$ cat src/rtl/bru_resolve_unit.sv
// rtl/bru_resolve_unit.sv - pipelined AArch64 branch resolution unit
// In-order uop FIFO feeding a registered resolve stage with ROB, BL link, redirect and perf outputs.
module bru_resolve_unit #(
  parameter int DEPTH     = 4,
  parameter int ROB_IDX_W = 6,
  parameter int PREG_W    = 7,
  parameter int CNT_W     = 32
) (
  input  logic                 clk,
  input  logic                 rst,
  input  logic                 flush,
  input  logic                 in_valid,
  output logic                 in_ready,
  input  logic [2:0]           in_op,
  input  logic [3:0]           in_cond,
  input  logic [3:0]           in_nzcv,
  input  logic [63:0]          in_pc,
  input  logic [63:0]          in_imm,
  input  logic [63:0]          in_rn_val,
  input  logic                 in_sf,
  input  logic                 in_pred_taken,
  input  logic [63:0]          in_pred_target,
  input  logic [ROB_IDX_W-1:0] in_rob_idx,
  input  logic [PREG_W-1:0]    in_dest_phys,
  output logic                 res_valid,
  input  logic                 res_ready,
  output logic [ROB_IDX_W-1:0] res_rob_idx,
  output logic                 res_taken,
  output logic [63:0]          res_target,
  output logic                 res_mispredict,
  output logic                 wb_en,
  output logic [PREG_W-1:0]    wb_index,
  output logic [63:0]          wb_data,
  output logic                 redirect_valid,
  output logic [63:0]          redirect_pc,
  output logic [CNT_W-1:0]     stat_branches,
  output logic [CNT_W-1:0]     stat_mispred
);

  localparam int AW    = $clog2(DEPTH);
  localparam int PTR_W = AW + 1;

  localparam logic [2:0] OP_B     = 3'd0;
  localparam logic [2:0] OP_BL    = 3'd1;
  localparam logic [2:0] OP_BCOND = 3'd2;
  localparam logic [2:0] OP_CBZ   = 3'd3;
  localparam logic [2:0] OP_CBNZ  = 3'd4;
  localparam logic [2:0] OP_RET   = 3'd5;

  typedef struct packed {
    logic [2:0]           op;
    logic [3:0]           cond;
    logic [3:0]           nzcv;
    logic [63:0]          pc;
    logic [63:0]          imm;
    logic [63:0]          rn_val;
    logic                 sf;
    logic                 pred_taken;
    logic [63:0]          pred_target;
    logic [ROB_IDX_W-1:0] rob_idx;
    logic [PREG_W-1:0]    dest_phys;
  } entry_t;

  entry_t               r_mem [DEPTH];
  logic [PTR_W-1:0]     r_wr_ptr;
  logic [PTR_W-1:0]     r_rd_ptr;

  logic                 r_res_valid;
  logic [ROB_IDX_W-1:0] r_res_rob_idx;
  logic                 r_res_taken;
  logic [63:0]          r_res_target;
  logic                 r_res_mispredict;
  logic                 r_res_is_bl;
  logic [PREG_W-1:0]    r_wb_index;
  logic [63:0]          r_wb_data;
  logic [CNT_W-1:0]     r_stat_branches;
  logic [CNT_W-1:0]     r_stat_mispred;

  logic                 w_full;
  logic                 w_empty;
  logic                 w_handoff;
  logic                 w_mp_handoff;
  logic                 w_push;
  logic                 w_pop;
  entry_t               w_head;
  entry_t               w_in_entry;

  assign w_full  = (r_wr_ptr[PTR_W-1] != r_rd_ptr[PTR_W-1]) &&
                   (r_wr_ptr[AW-1:0] == r_rd_ptr[AW-1:0]);
  assign w_empty = (r_wr_ptr == r_rd_ptr);

  assign in_ready = !w_full && !flush;

  // A mispredicted handoff makes every younger uop wrong-path, including one arriving this cycle.
  assign w_handoff    = r_res_valid && res_ready && !flush;
  assign w_mp_handoff = w_handoff && r_res_mispredict;
  assign w_push       = in_valid && in_ready && !w_mp_handoff;
  assign w_pop        = !w_empty && (!r_res_valid || res_ready) && !flush && !w_mp_handoff;

  assign w_in_entry = '{op: in_op, cond: in_cond, nzcv: in_nzcv, pc: in_pc, imm: in_imm,
                        rn_val: in_rn_val, sf: in_sf, pred_taken: in_pred_taken,
                        pred_target: in_pred_target, rob_idx: in_rob_idx,
                        dest_phys: in_dest_phys};

  always_ff @(posedge clk) begin
    if (w_push) begin
      r_mem[r_wr_ptr[AW-1:0]] <= w_in_entry;
    end
  end

  assign w_head = r_mem[r_rd_ptr[AW-1:0]];

  logic        w_n, w_z, w_c, w_v;
  logic        w_cond_base;
  logic        w_cond_taken;
  logic        w_test_zero;
  logic [63:0] w_pc4;
  logic [63:0] w_br_target;
  logic [63:0] w_ret_target;
  logic        w_taken;
  logic        w_legal;
  logic [63:0] w_taken_target;
  logic [63:0] w_res_target;
  logic        w_mispredict;

  assign {w_n, w_z, w_c, w_v} = w_head.nzcv;

  assign w_pc4        = w_head.pc + 64'd4;
  assign w_br_target  = w_head.pc + (w_head.imm << 2);
  assign w_ret_target = w_head.rn_val & ~64'h3;
  assign w_test_zero  = w_head.sf ? (w_head.rn_val == 64'd0) : (w_head.rn_val[31:0] == 32'd0);

  // cond[0] inverts the base test, except for the AL/NV pair which is always taken.
  always_comb begin
    w_cond_base = 1'b1;
    case (w_head.cond[3:1])
      3'd0:    w_cond_base = w_z;
      3'd1:    w_cond_base = w_c;
      3'd2:    w_cond_base = w_n;
      3'd3:    w_cond_base = w_v;
      3'd4:    w_cond_base = w_c && !w_z;
      3'd5:    w_cond_base = (w_n == w_v);
      3'd6:    w_cond_base = !w_z && (w_n == w_v);
      default: w_cond_base = 1'b1;
    endcase
    w_cond_taken = (w_head.cond[0] && (w_head.cond[3:1] != 3'b111)) ? !w_cond_base : w_cond_base;
  end

  always_comb begin
    w_taken        = 1'b0;
    w_legal        = 1'b1;
    w_taken_target = w_br_target;
    case (w_head.op)
      OP_B, OP_BL: w_taken = 1'b1;
      OP_BCOND:    w_taken = w_cond_taken;
      OP_CBZ:      w_taken = w_test_zero;
      OP_CBNZ:     w_taken = !w_test_zero;
      OP_RET: begin
        w_taken        = 1'b1;
        w_taken_target = w_ret_target;
      end
      default:     w_legal = 1'b0;
    endcase
  end

  assign w_res_target = w_taken ? w_taken_target : w_pc4;
  assign w_mispredict = !w_legal ? w_head.pred_taken :
                        ((w_taken != w_head.pred_taken) ||
                         (w_taken && (w_taken_target != w_head.pred_target)));

  always_ff @(posedge clk or posedge rst) begin
    if (rst) begin
      r_wr_ptr         <= '0;
      r_rd_ptr         <= '0;
      r_res_valid      <= 1'b0;
      r_res_rob_idx    <= '0;
      r_res_taken      <= 1'b0;
      r_res_target     <= '0;
      r_res_mispredict <= 1'b0;
      r_res_is_bl      <= 1'b0;
      r_wb_index       <= '0;
      r_wb_data        <= '0;
      r_stat_branches  <= '0;
      r_stat_mispred   <= '0;
    end else begin
      if (flush || w_mp_handoff) begin
        r_wr_ptr <= '0;
        r_rd_ptr <= '0;
      end else begin
        if (w_push) r_wr_ptr <= r_wr_ptr + 1'b1;
        if (w_pop)  r_rd_ptr <= r_rd_ptr + 1'b1;
      end

      if (flush || w_mp_handoff) begin
        r_res_valid <= 1'b0;
      end else if (w_pop) begin
        r_res_valid      <= 1'b1;
        r_res_rob_idx    <= w_head.rob_idx;
        r_res_taken      <= w_taken;
        r_res_target     <= w_res_target;
        r_res_mispredict <= w_mispredict;
        r_res_is_bl      <= (w_head.op == OP_BL);
        r_wb_index       <= w_head.dest_phys;
        r_wb_data        <= w_pc4;
      end else if (w_handoff) begin
        r_res_valid <= 1'b0;
      end

      if (w_handoff) begin
        r_stat_branches <= r_stat_branches + 1'b1;
        if (r_res_mispredict) r_stat_mispred <= r_stat_mispred + 1'b1;
      end
    end
  end

  assign res_valid      = r_res_valid;
  assign res_rob_idx    = r_res_rob_idx;
  assign res_taken      = r_res_taken;
  assign res_target     = r_res_target;
  assign res_mispredict = r_res_mispredict;
  assign wb_en          = w_handoff && r_res_is_bl;
  assign wb_index       = r_wb_index;
  assign wb_data        = r_wb_data;
  assign redirect_valid = w_mp_handoff;
  assign redirect_pc    = r_res_target;
  assign stat_branches  = r_stat_branches;
  assign stat_mispred   = r_stat_mispred;

endmodule

$ cat config.mk
export PLATFORM = sky130hd
export DESIGN_NAME = bru_resolve_unit
export DESIGN_NICKNAME = d
export VERILOG_FILES = /design/src/rtl/bru_resolve_unit.sv
export SDC_FILE = /design/constraint.sdc
export NUM_CORES = 2
export LEC_CHECK = 0
export ABC_AREA = 1
export CAP_MARGIN = 20
export CORE_MARGIN = 4
export CORE_UTILIZATION = 58
export DETAILED_ROUTE_END_ITERATION = 8
export MAX_ROUTING_LAYER = met4
export PLACE_DENSITY = 0.85
export SETUP_SLACK_MARGIN = 0.15
export SLEW_MARGIN = 15
export SYNTH_ARGS = -nofsm -noshare
export SYNTH_HDL_FRONTEND = slang
export SYNTH_SLANG_ARGS = --single-unit
$ cat constraint.sdc
create_clock -name clk -period 18.6 [get_ports clk]
set_clock_uncertainty 0.15 [all_clocks]
set_input_delay 3.72 -clock clk [delete_from_list [all_inputs] [get_ports clk]]
set_output_delay 3.72 -clock clk [all_outputs]
set_load 0.1 [all_outputs]
# Word level (Yosys, flattened, before mapping)
# Memory sizes are Yosys's and may differ from the RTL's.
# Index checks and enable logic that the tools add are counted.
# totals
regBits,215
ram_bits,1128
in_bits,287
output_inout_bits,275
mem_count,1
word_cells,92
# memory_table
name,depth,width,rd,rd_ports_with_merged_regs,wr,line,source
r_mem,4,282,1,0,1,64,entry_t r_mem [DEPTH];
# classes
reduce_logical,37
n_bitwise,1
n_mux,17
addsub,6
n_eq_ne,18
# ops
cell,n
$mux W64,2
$add A32 B1 Y32 const B,2
$add A64 B3 Y64 const B,1
$add A64 B64 Y64,1
$logic_not A64 Y1,1
$ne A64 B64 Y1,1
$logic_not A32 Y1,1
$eq A3 B3 Y1 const B,5
$logic_and A1 B1 Y1,15
$eq A3 B2 Y1 const B,4
$mux W3,4
$mux W1,9
$logic_not A1 Y1,8
$pmux W1 S7,1
$add A3 B1 Y3 const B,2
$eq A3 B1 Y1 const B,2
$logic_not A3 Y1,2
$reduce_or A6 Y1,1
$pmux W1 S4,1
$reduce_and A2 Y1,2
$reduce_bool A2 Y1,2
$eq A3 B3 Y1,1
$logic_or A1 B1 Y1,3
$ne A3 B3 Y1 const B,1
other kinds (6),7

# Longest topological paths before layout
# An unclocked memory read counts as a cell.
# logic_depth
ltp_word,10
depth_mapped,38
depth_no_buf,31

# Least setup slack after synthesis
# OpenSTA, ideal clock, no wires.
# synth_path
path_type,in2reg
start,in flush
end,mem r_mem[3][0] in the netlist's numbering (enable)
t_arrival_ns,16.463
path_buffers,0
cell_stages,8
t_required_ns,17.520
slack_ns,1.057
setup_time_ns,0.930
path_cell_list,inv_2 -> nand3_2 -> inv_2 -> nand2_2 -> inv_2 -> nor2_1 -> nand2_1 -> nor2_1
# synth_between
elab_chain_len,7
word_cells_on_any_way,9
cone_classes,mux: 2; reduce/logical: 7
# synth_rtl
item,line,source
start: declaration,11,"input logic flush,"
$logic_not A1 Y1,95,assign w_handoff = r_res_valid && res_ready && !flush;
$logic_and A1 B1 Y1,95,
$logic_and A1 B1 Y1,96,assign w_mp_handoff = w_handoff && r_res_mispredict;
named net redirect_valid,34,"output logic redirect_valid,"
$logic_not A1 Y1,97,assign w_push = in_valid && in_ready && !w_mp_handoff;
$logic_and A1 B1 Y1,97,
$mux W1,106,if (w_push) begin
$mux W1 (implied by the code),107,r_mem[r_wr_ptr[AW-1:0]] <= w_in_entry;
end: declaration,64,
# The timed path passes the listed nets, and every way through them passes these cells.

# Final worst setup path
# layout_path
start,in flush
end,out redirect_valid
# layout_between
elab_chain_len,3
# layout_rtl
item,line
$logic_not A1 Y1,95
$logic_and A1 B1 Y1,95
$logic_and A1 B1 Y1,96
end: declaration,34
# Every way passes these cells.

==> flow_summary.toml <==
[status]
outcome = "complete, no violations"

[critical_path]
cp_slowest_cell = "clkdlybuf4s50_1"
critPathMaxStageDelay_ns = 1.15
start_kind = "input pin"
timing.rr.start = "r_rd_ptr[0]$_DFFE_PP0P_"
critical_path_class = "input pin to output port"
crit_chain = "clkdlybuf4s50_1 > inv_2 > nand3_2 > inv_2 > nand2_2 > inv_2 > clkdlybuf4s50_1"
worst_setup_path_end_kind = "output port"
crit_top_cell = "inv_2"
reg2reg_depth = 26
critPathMaxFanout = 8
crit_required_ns = 14.73
reg2reg_slack_ns = 10.32
crit_arrival_ns = 6.02
r2r-end = "res_mispredict$_DFFE_PP0P_"

[timing]
relSlewSlack = 0.1442
finalSetupViolations = 0
finalHoldViolCount = 0
fin_crit_sh = 0.5315
max_freq_ghz = 0.1011
min_period_ns = 9.887
slew_violations = 0
rsz0062_at_grt = "no"
max_slew.worst_pin.slew_ns = 1.275
tns_ns = 0

[die]
core_mm2 = 0.1054
die_area_mm2 = 0.1115
row_count = 119
die_h_um = 333.9
fp.dieW_um = 333.9
initial_utilization = 0.5845
ios = 562

[flow_run]
cap_violations = 0

[clocking]
clk_latency_ns = 0.79
htreeDepth = 4
cts.clk_slew.worst_paths_ns = 0.06
tritoncts = "built"
clock_sinks = 1335
cts_resized = 0
cts_hold_buf = 0
cts_buffers = 135
cts_buffer_depth = 3
cts_root_buf = "clkbuf_16"
post_cts_buffers = 0

[global_routing]
grt_overflow = 0
grt_max_degree = 135
antenna_found_initial = 42
grt_pass1_vias = 45680
grt_pass1_wl_mm = 286.1
globalRouteTotalUtil = 0.3557

[synthesis]
async_reset_ff_frac = 0.1610
synth.largest_area_cell = "edfxtp_1"
synth_top_family_by_area = "simple AND/OR/NAND/NOR gates"
synth_xor_area_frac = 0.01748
netlist_top_cells_area = "edfxtp_1 55%, nand2_1 11%, dfrtp_1 8.7%"
syn-num-nets = 6396
synth-compound-area-share = 0.07386
yosysUniqueCellTypes = 60
synth_ff_type = "edfxtp_1"
synth_top_area_share = 0.5458
synth_cells = 6039
ys.warnings.count = 0
synth_most_common_cell = "nand2_1"
syn_area_mm2 = 0.06162
synth_commonest_cells = "1828 x nand2_1, 1120 x edfxtp_1, 512 x nor2_1, 498 x nand3_1, 409 x inv_1"
ys_seq_area_frac = 0.6332
synth_mux_area_frac = 0.0007310
synth.avg_cell_area_um2 = 10.20
ys_ff_latch = 1335
synth-edff-count = 1120
synth_simple_gate_area_frac = 0.2050
synth-adder-area-share = 0.01434

[drt]
drc_errors = 0
vias_per_cell = 6.076
avgRoutedWirePerCell_um = 24.71
antenna_left = 0
drt_pass1_iterations = 8
drt_wl_total_mm = 198.3
drt_iter0_markers = 6719
vias = 48760

[cells_and_area]
finalNetCount = 6836
fillers = 7438
fin_area_mm2 = 0.07219
area_delta_synth_final_pct = 17.16
drive_above_1_share = 0.05342
post-route-util = 0.6848

[pwr]
ir_worst_vdd_mv = 0.2157
p_sw_frac = 0.5165
combPwrFrac = 0.550
p_seq_frac = 0.262
pwr-share-clk = 0.188
p_leak_nw = 28.49
p_per_area_mw_per_mm2 = 198.4
intPower_mw = 6.924
p_sw_mw = 7.396

[placed_design]
io_buffers = 559
postPlaceCellArea_mm2 = 0.06766
gp_congestion = 1.043
dp_hpwl_mm = 136.3

[min_path]
min_to = "stat_mispred[31]$_DFFE_PP0P_"
hold_start = "stat_mispred[31]$_DFFE_PP0P_"
hold_depth = 1
worstHoldPathType = "register to register"
==> area by class of cell <==
cell class / instances / area, um^2 / share of cell area
timing repair buffer: 608 / 6023 / 0.08344
multi-input combinational: 3969 / 19220 / 0.2663
sequential: 1335 / 39020 / 0.5405
clock buffer: 196 / 3770 / 0.05222
tap: 1391 / 1740 / 0.02411
antenna: 44 / 110.1 / 0.001525
inverter: 430 / 1655 / 0.02293
clock inverter: 51 / 645.6 / 0.008943
==> registers in the layout (all words and copies together), names as in the netlist, 6 cells and up <==
signal	count
r_mem	1120
redirect_pc	64
res_rob_idx	6
stat_branches	32
stat_mispred	32
wb_data	64
wb_index	7
==> power groups by stage <==
stage | Combinational (mW) | Sequential (mW) | Clock [mW]
after CTS | 7.67 | 3.74 | 2.71
after global placement | 7.48 | 3.79 | 0
final | 7.88 | 3.75 | 2.70
after global routing | 8.31 | 3.76 | 2.84
after detailed placement | 7.60 | 3.79 | 0
after floorplan | 4.22 | 4.89 | 0
==> kinds of logic (layout without fill, tap and decap cells) <==
| logic type | count (synthesis) | after routing |
|---|---|---|
| xor+xnor | 123 | 123 |
| buf+inv | 735 | 1285 |
| other cells | 0 | 44 |
| fa+ha+maj | 70 | 70 |
| simple gates | 3045 | 3045 |
| compound gates | 727 | 727 |
| flops | 1335 | 1335 |
| mux | 4 | 4 |
==> worst max-delay path, delay by kind of cell <==
kind                   cells  cell delay, ns
buffers and inverters      5            2.02
and+or+nand+nor            2            0.28
==> stage by stage <==
stage | power (mW) | cells | hold WS (ns) | setup slack, ns
after floorplan | 9.107 | 6039 | 0.3036 | 1.057
after global placement | 11.27 | 7732 | 0.3032 | 8.756
after detailed placement | 11.39 | 7732 | 0.3126 | 8.724
after CTS | 14.12 | 7979 | 0.3250 | 8.718
after global routing | 14.91 | 8019 | 0.3520 | 8.639
final | 14.32 | 8024 | 0.3183 | 8.713
==> routing by layer <==
layer,global-route usage,vias up,share of wire
met5,-,-,0
met4,0.1599,0,0.050
met3,0.07904,544,0.12
met2,0.5539,3307,0.47
met1,0.4515,23340,0.36
li1,-,21570,-
==> worst max path at each step <==
stage                                 end  cells after the start   from  slack, ns
detailed placement         redirect_valid                      7  flush       8.72
finish                     redirect_valid                      7  flush       8.71
CTS                        redirect_valid                      7  flush       8.72
global placement           redirect_valid                      7  flush       8.76
floorplan           r_mem[3][0]$_DFFE_PP_                      8  flush       1.06
global route               redirect_valid                      7  flush       8.64
==> cells in the final DEF, fill, tap and decap left out, types with 137 or more instances in the layout <==
cell type / count
clkbuf_16: 137
o21ai_0: 301
edfxtp_1: 1120
nand2_1: 1827
nor2_1: 507
clkdlybuf4s50_1: 559
inv_1: 407
nand3_1: 498
a21oi_1: 163
dfrtp_1: 213
Power figures use the tool's default switching activity.
